`src/rtl/fifo_ctrl_param.sv`:
```
// Parametrised synchronous FIFO: one-hot write strobe into storage, occupancy flags,
// per-operation ack/error status and operation state. Define FIFO_ALMOST_EN for almost_full/almost_empty.
module fifo_ctrl_param #(
  parameter int unsigned DATA_WIDTH = 32,
  parameter int unsigned ADDR_WIDTH = 3
`ifdef FIFO_ALMOST_EN
  ,
  parameter int unsigned AF_LEVEL = (1 << ADDR_WIDTH) - 1,
  parameter int unsigned AE_LEVEL = 1
`endif
) (
  input  logic                         clk,
  input  logic                         reset,
  input  logic                         wr_en,
  input  logic                         rd_en,
  input  logic [DATA_WIDTH-1:0]        din,
  output logic [DATA_WIDTH-1:0]        dout,
  output logic [(1 << ADDR_WIDTH)-1:0] wr_sel,
  output logic                         full,
  output logic                         empty,
  output logic [ADDR_WIDTH:0]          data_count,
  output logic                         wr_ack,
  output logic                         wr_err,
  output logic                         rd_ack,
  output logic                         rd_err,
  output logic [2:0]                   state
`ifdef FIFO_ALMOST_EN
  ,
  output logic                         almost_full,
  output logic                         almost_empty
`endif
);

  localparam int unsigned DEPTH = 1 << ADDR_WIDTH;
  localparam int unsigned CW    = ADDR_WIDTH + 1;

  typedef enum logic [2:0] {
    ST_INIT     = 3'd0,
    ST_NO_OP    = 3'd1,
    ST_WRITE    = 3'd2,
    ST_WR_ERROR = 3'd3,
    ST_READ     = 3'd4,
    ST_RD_ERROR = 3'd5,
    ST_RDWR     = 3'd6
  } state_t;

  state_t                  r_state;
  logic [ADDR_WIDTH-1:0]   r_wr_ptr;
  logic [ADDR_WIDTH-1:0]   r_rd_ptr;
  logic [CW-1:0]           r_count;
  logic                    r_full;
  logic                    r_empty;
  logic [DATA_WIDTH-1:0]   r_dout;
  logic                    r_wr_ack;
  logic                    r_wr_err;
  logic                    r_rd_ack;
  logic                    r_rd_err;
  logic [DATA_WIDTH-1:0]   r_mem [DEPTH];

  logic                    w_wr_ok;
  logic                    w_rd_ok;
  logic [CW-1:0]           w_count_nxt;
  logic [DEPTH-1:0]        w_wr_sel;

  // Write and read are accepted independently; reset blocks both
  assign w_wr_ok     = wr_en && !r_full  && !reset;
  assign w_rd_ok     = rd_en && !r_empty && !reset;
  assign w_count_nxt = r_count + CW'(w_wr_ok) - CW'(w_rd_ok);

  always_comb begin
    w_wr_sel = '0;
    if (w_wr_ok) w_wr_sel[r_wr_ptr] = 1'b1;
  end

  // Storage is not reset; the strobe is the only write enable
  always_ff @(posedge clk) begin
    for (int unsigned i = 0; i < DEPTH; i++) begin
      if (w_wr_sel[i]) r_mem[i] <= din;
    end
  end

  always_ff @(posedge clk) begin
    if (reset) begin
      r_state  <= ST_INIT;
      r_wr_ptr <= '0;
      r_rd_ptr <= '0;
      r_count  <= '0;
      r_full   <= 1'b0;
      r_empty  <= 1'b1;
      r_dout   <= '0;
      r_wr_ack <= 1'b0;
      r_wr_err <= 1'b0;
      r_rd_ack <= 1'b0;
      r_rd_err <= 1'b0;
    end else begin
      if (w_wr_ok) r_wr_ptr <= r_wr_ptr + ADDR_WIDTH'(1);
      if (w_rd_ok) begin
        r_rd_ptr <= r_rd_ptr + ADDR_WIDTH'(1);
        r_dout   <= r_mem[r_rd_ptr];
      end
      r_count  <= w_count_nxt;
      r_full   <= (w_count_nxt == CW'(DEPTH));
      r_empty  <= (w_count_nxt == '0);
      r_wr_ack <= w_wr_ok;
      r_wr_err <= wr_en && !w_wr_ok;
      r_rd_ack <= w_rd_ok;
      r_rd_err <= rd_en && !w_rd_ok;
      // With both requests, the rejected side names the error state
      if (wr_en && rd_en) begin
        if (w_wr_ok && w_rd_ok) r_state <= ST_RDWR;
        else if (!w_rd_ok)      r_state <= ST_RD_ERROR;
        else                    r_state <= ST_WR_ERROR;
      end else if (wr_en) begin
        r_state <= w_wr_ok ? ST_WRITE : ST_WR_ERROR;
      end else if (rd_en) begin
        r_state <= w_rd_ok ? ST_READ : ST_RD_ERROR;
      end else begin
        r_state <= ST_NO_OP;
      end
    end
  end

`ifdef FIFO_ALMOST_EN
  logic r_almost_full;
  logic r_almost_empty;

  always_ff @(posedge clk) begin
    if (reset) begin
      r_almost_full  <= 1'b0;
      r_almost_empty <= 1'b1;
    end else begin
      r_almost_full  <= (32'(w_count_nxt) >= AF_LEVEL);
      r_almost_empty <= (32'(w_count_nxt) <= AE_LEVEL);
    end
  end

  assign almost_full  = r_almost_full;
  assign almost_empty = r_almost_empty;
`endif

  assign dout       = r_dout;
  assign wr_sel     = w_wr_sel;
  assign full       = r_full;
  assign empty      = r_empty;
  assign data_count = r_count;
  assign wr_ack     = r_wr_ack;
  assign wr_err     = r_wr_err;
  assign rd_ack     = r_rd_ack;
  assign rd_err     = r_rd_err;
  assign state      = r_state;

endmodule

```
`config.mk`:
```
export PLATFORM = sky130hd
export DESIGN_NAME = fifo_ctrl_param
export DESIGN_NICKNAME = d
export VERILOG_FILES = /design/src/rtl/fifo_ctrl_param.sv
export SDC_FILE = /design/constraint.sdc
export NUM_CORES = 1
export LEC_CHECK = 0
export CAP_MARGIN = 20
export CORE_UTILIZATION = 40
export CTS_BUF_LIST = sky130_fd_sc_hd__clkbuf_4 sky130_fd_sc_hd__clkbuf_8
export DETAILED_ROUTE_END_ITERATION = 10
export DONT_BUFFER_PORTS = 1
export SETUP_SLACK_MARGIN = 0.5
export SYNTH_ARGS = -nofsm -noshare
export SYNTH_HDL_FRONTEND = slang
export SYNTH_SLANG_ARGS = --single-unit
```
`constraint.sdc`:
```
create_clock -name clk -period 4.9 [get_ports clk]
set_input_delay 0.49 -clock clk [delete_from_list [all_inputs] [get_ports clk]]
set_output_delay 0.49 -clock clk [all_outputs]
set_load 0.02 [all_outputs]
```
==> reports/results.txt <==
status = finished, final reports clean
CP Data Required Time = 4.41 ns
Relative slew margins = 41.1%
initial antenna violation count = 2
max_cap viols = 0
Post-Syn Area = 12000 µm²
Synth Net Count = 685
post-route insts no fill = 1125
H-tree depth = 2
final clock skew = 0.0311 ns
# setup viols final = 0
TNS Setup = 0 ns
CTS tree = built
Clock Latency Late Sink = 0.56 ns
post-synthesis cell count = 642
Rows = 62
crit-path cells = nor3b_2 -> nand2_1 -> nor3_2 -> buf_4
Max Clock Freq = 0.332 GHz
synth unique cells = 34
IO buf count = 0
Post-Syn Area per Cell = 18.6 µm²
worst IR drop on VDD = 0.197 mV
#FFs+latches synth = 307
DIE HEIGHT = 175 µm
violation count after the first detailed-routing iteration = 388
clk root buf = clkbuf_8
multi-input logic area = 3000 µm²
vias per inst = 5.10
Syn-to-layout area delta = 14.2%
Starting Density = 41.1%
crit path DAT = 2.52 ns
delay of the slowest critical-path stage = 0.55 ns
RSZ-0062 raised after global routing = no
GRT Total Usage = 16.2%
Fillers = 2436
die area = 30600 µm²
vias post-DR = 5738
Reg area = 8710 µm²
worst-margin pin slew = 0.883 ns
Yosys warning total = 0
die width = 175 µm
critical path type = flop to output pin
Post-route DRC = 0
placed cell count = 1004
first-pass GRT wire length = 37200 µm
Max clock buf depth = 3
Hold WS = 0.0402 ns
vias in the first global route = 6300
slowest cell on the critical path = buf_4
detailed placement HPWL = 12600 µm
CP startpoint kind = flop
clock-pin transition on the worst setup and hold timing paths = 0.06 ns
Hold Crit Class = input port to flop
CP max FO = 33
largest net degree at the start of global routing = 59
clock sink count = 307
Seq/Total Area, Yosys = 72.8%
total grt overflow = 0
Total Routed Length = 24100 µm
Final Cycle Share = 61.4%
remaining antenna violation count = 0
CTS buffer count = 49
nets = 742
Power Density = 436 nW/µm²
fraction of layout cells with a size suffix above 1 = 31.8%
core box area = 29100 µm²
final RePlAce weighted congestion = 0.715
DR pass1 iterations = 4
Setup crit end kind = output pin
Pleak = 4.47 nW
Final Hold Viols = 0
Routed wire per std cell = 21.4 µm
IO Pins = 89
max-slew violations = 0
final critical-path required period = 3.01 ns
==> synthesized netlist by cell type, drive strengths merged <==
master	number	area [µm²]
or2	1	6.26
o21ai	2	10.0
a41o	1	10.0
nand3	1	5.00
o31ai	32	400
nor3	5	25.0
mux2	64	830
xor2	4	35.0
nor3b	1	12.5
xnor2	3	26.3
nand2	41	154
a21oi	6	30.0
dfxtp	51	1020
a21o	1	7.51
nand2b	9	63.8
inv	11	41.3
o22ai	32	200
ha	6	75.1
mux4	32	721
buf	26	251
fa	1	20.0
edfxtp	256	7690
nor2b	24	203
clkbuf	9	33.8
nor2	22	82.6
nor4	1	6.26
==> timing repair <==
item,4_1_cts,5_1_grt
resized for setup,0,0
setup buffers,0,0
endpoints found under the setup margin,0,0
hold buffers,28,0
endpoints found under the hold margin,184,0
==> flip-flops by register name, summed over array words and instances (netlist names) <==
| register | count |
|---|---|
| rd_err | 1 |
| data_count | 4 |
| full | 1 |
| dout | 32 |
| rd_ack | 1 |
| wr_err | 1 |
| wr_ack | 1 |
| state | 3 |
| r_mem | 256 |
| r_wr_ptr | 3 |
| r_rd_ptr | 3 |
| empty | 1 |
==> cell type report <==
cell class | instances | area share (%)
Timing Repair Buffer | 41 | 3.01
Clock buffer | 69 | 6.31
Clock inverter | 23 | 1.06
Antenna cell | 1 | 0.0183
Tap cell | 384 | 3.52
Inverter | 11 | 0.302
Sequential cell | 307 | 63.8
Multi-Input combinational cell | 289 | 21.9
==> placed cells by master (no fill, tap or decap), drive strengths merged, types with 2 or more instances in the layout <==
cell         Yosys  routed
buf             26      13
inv             11      11
nor3             5       5
clkinvlp         0       2
mux4            32      32
ha               6       6
clkinv           0      20
o31ai           32      32
dfxtp           51      51
xor2             4       4
nand2           41      41
o22ai           32      32
nor2            22      22
xnor2            3       3
nand2b           9       9
clkbuf           9      69
o21ai            2       2
nor2b           24      24
a21oi            6       6
dlygate4sd3      0      28
mux2            64      64
edfxtp         256     256
==> where the power goes <==
group	switching [W]	internal (W)	leakage (nW)
Combinational	0.000333	0.000295	1.20
Clock	0.000964	0.00120	0.534
Sequential	0.000203	0.00296	2.73
==> worst paths after layout <==
kind	endpoint	cells past startpoint	slack (ns)	start
max	wr_sel[4]	4	1.89	full
min	r_mem[0][17]	0	0.04	din[17]
max reg2reg	full	12	1.92	empty
min reg2reg	wr_err	2	0.57	full
==> critical path, delay by kind of cell, from the launching register on <==
kind | cells | cell delay (ns)
buffers and inverters | 1 | 0.55
AND/OR/NAND/NOR | 3 | 1.00
flip-flops | 1 | 0.40
==> metal layers <==
metal  up-vias  GRT usage (%)  part of all wire, %
li1       2621              -                    -
met1      2957           19.4                   41
met2       121           28.3                   51
met3        37           4.46                  6.1
met4         2           4.82                  1.7
met5         -              0                0.054
==> stage by stage <==
step	util [%]	area, µm²	power [W]	setup WS (ns)
2_1_floorplan	-	12000	0.00370	0.611
3_3_place_gp	42.4	12300	0.00380	1.98
3_5_place_dp	42.5	12400	0.00383	1.90
4_1_cts	46.9	13700	0.00603	1.82
5_1_grt	46.9	13700	0.00621	1.70
6_report	46.9	13700	0.00596	1.89
==> cells by family (layout without fill, tap and decap cells) <==
logic type	after synthesis	in the layout	share of synthesized area (%)
mux	96	96	13.0
simple gates	105	105	4.67
fa+ha+maj	7	7	0.795
flops	307	307	72.8
buf+inv	46	144	2.73
compound gates	74	74	5.50
xor+xnor	7	7	0.513
other cells	0	1	0
Power figures use the tool's default switching activity.
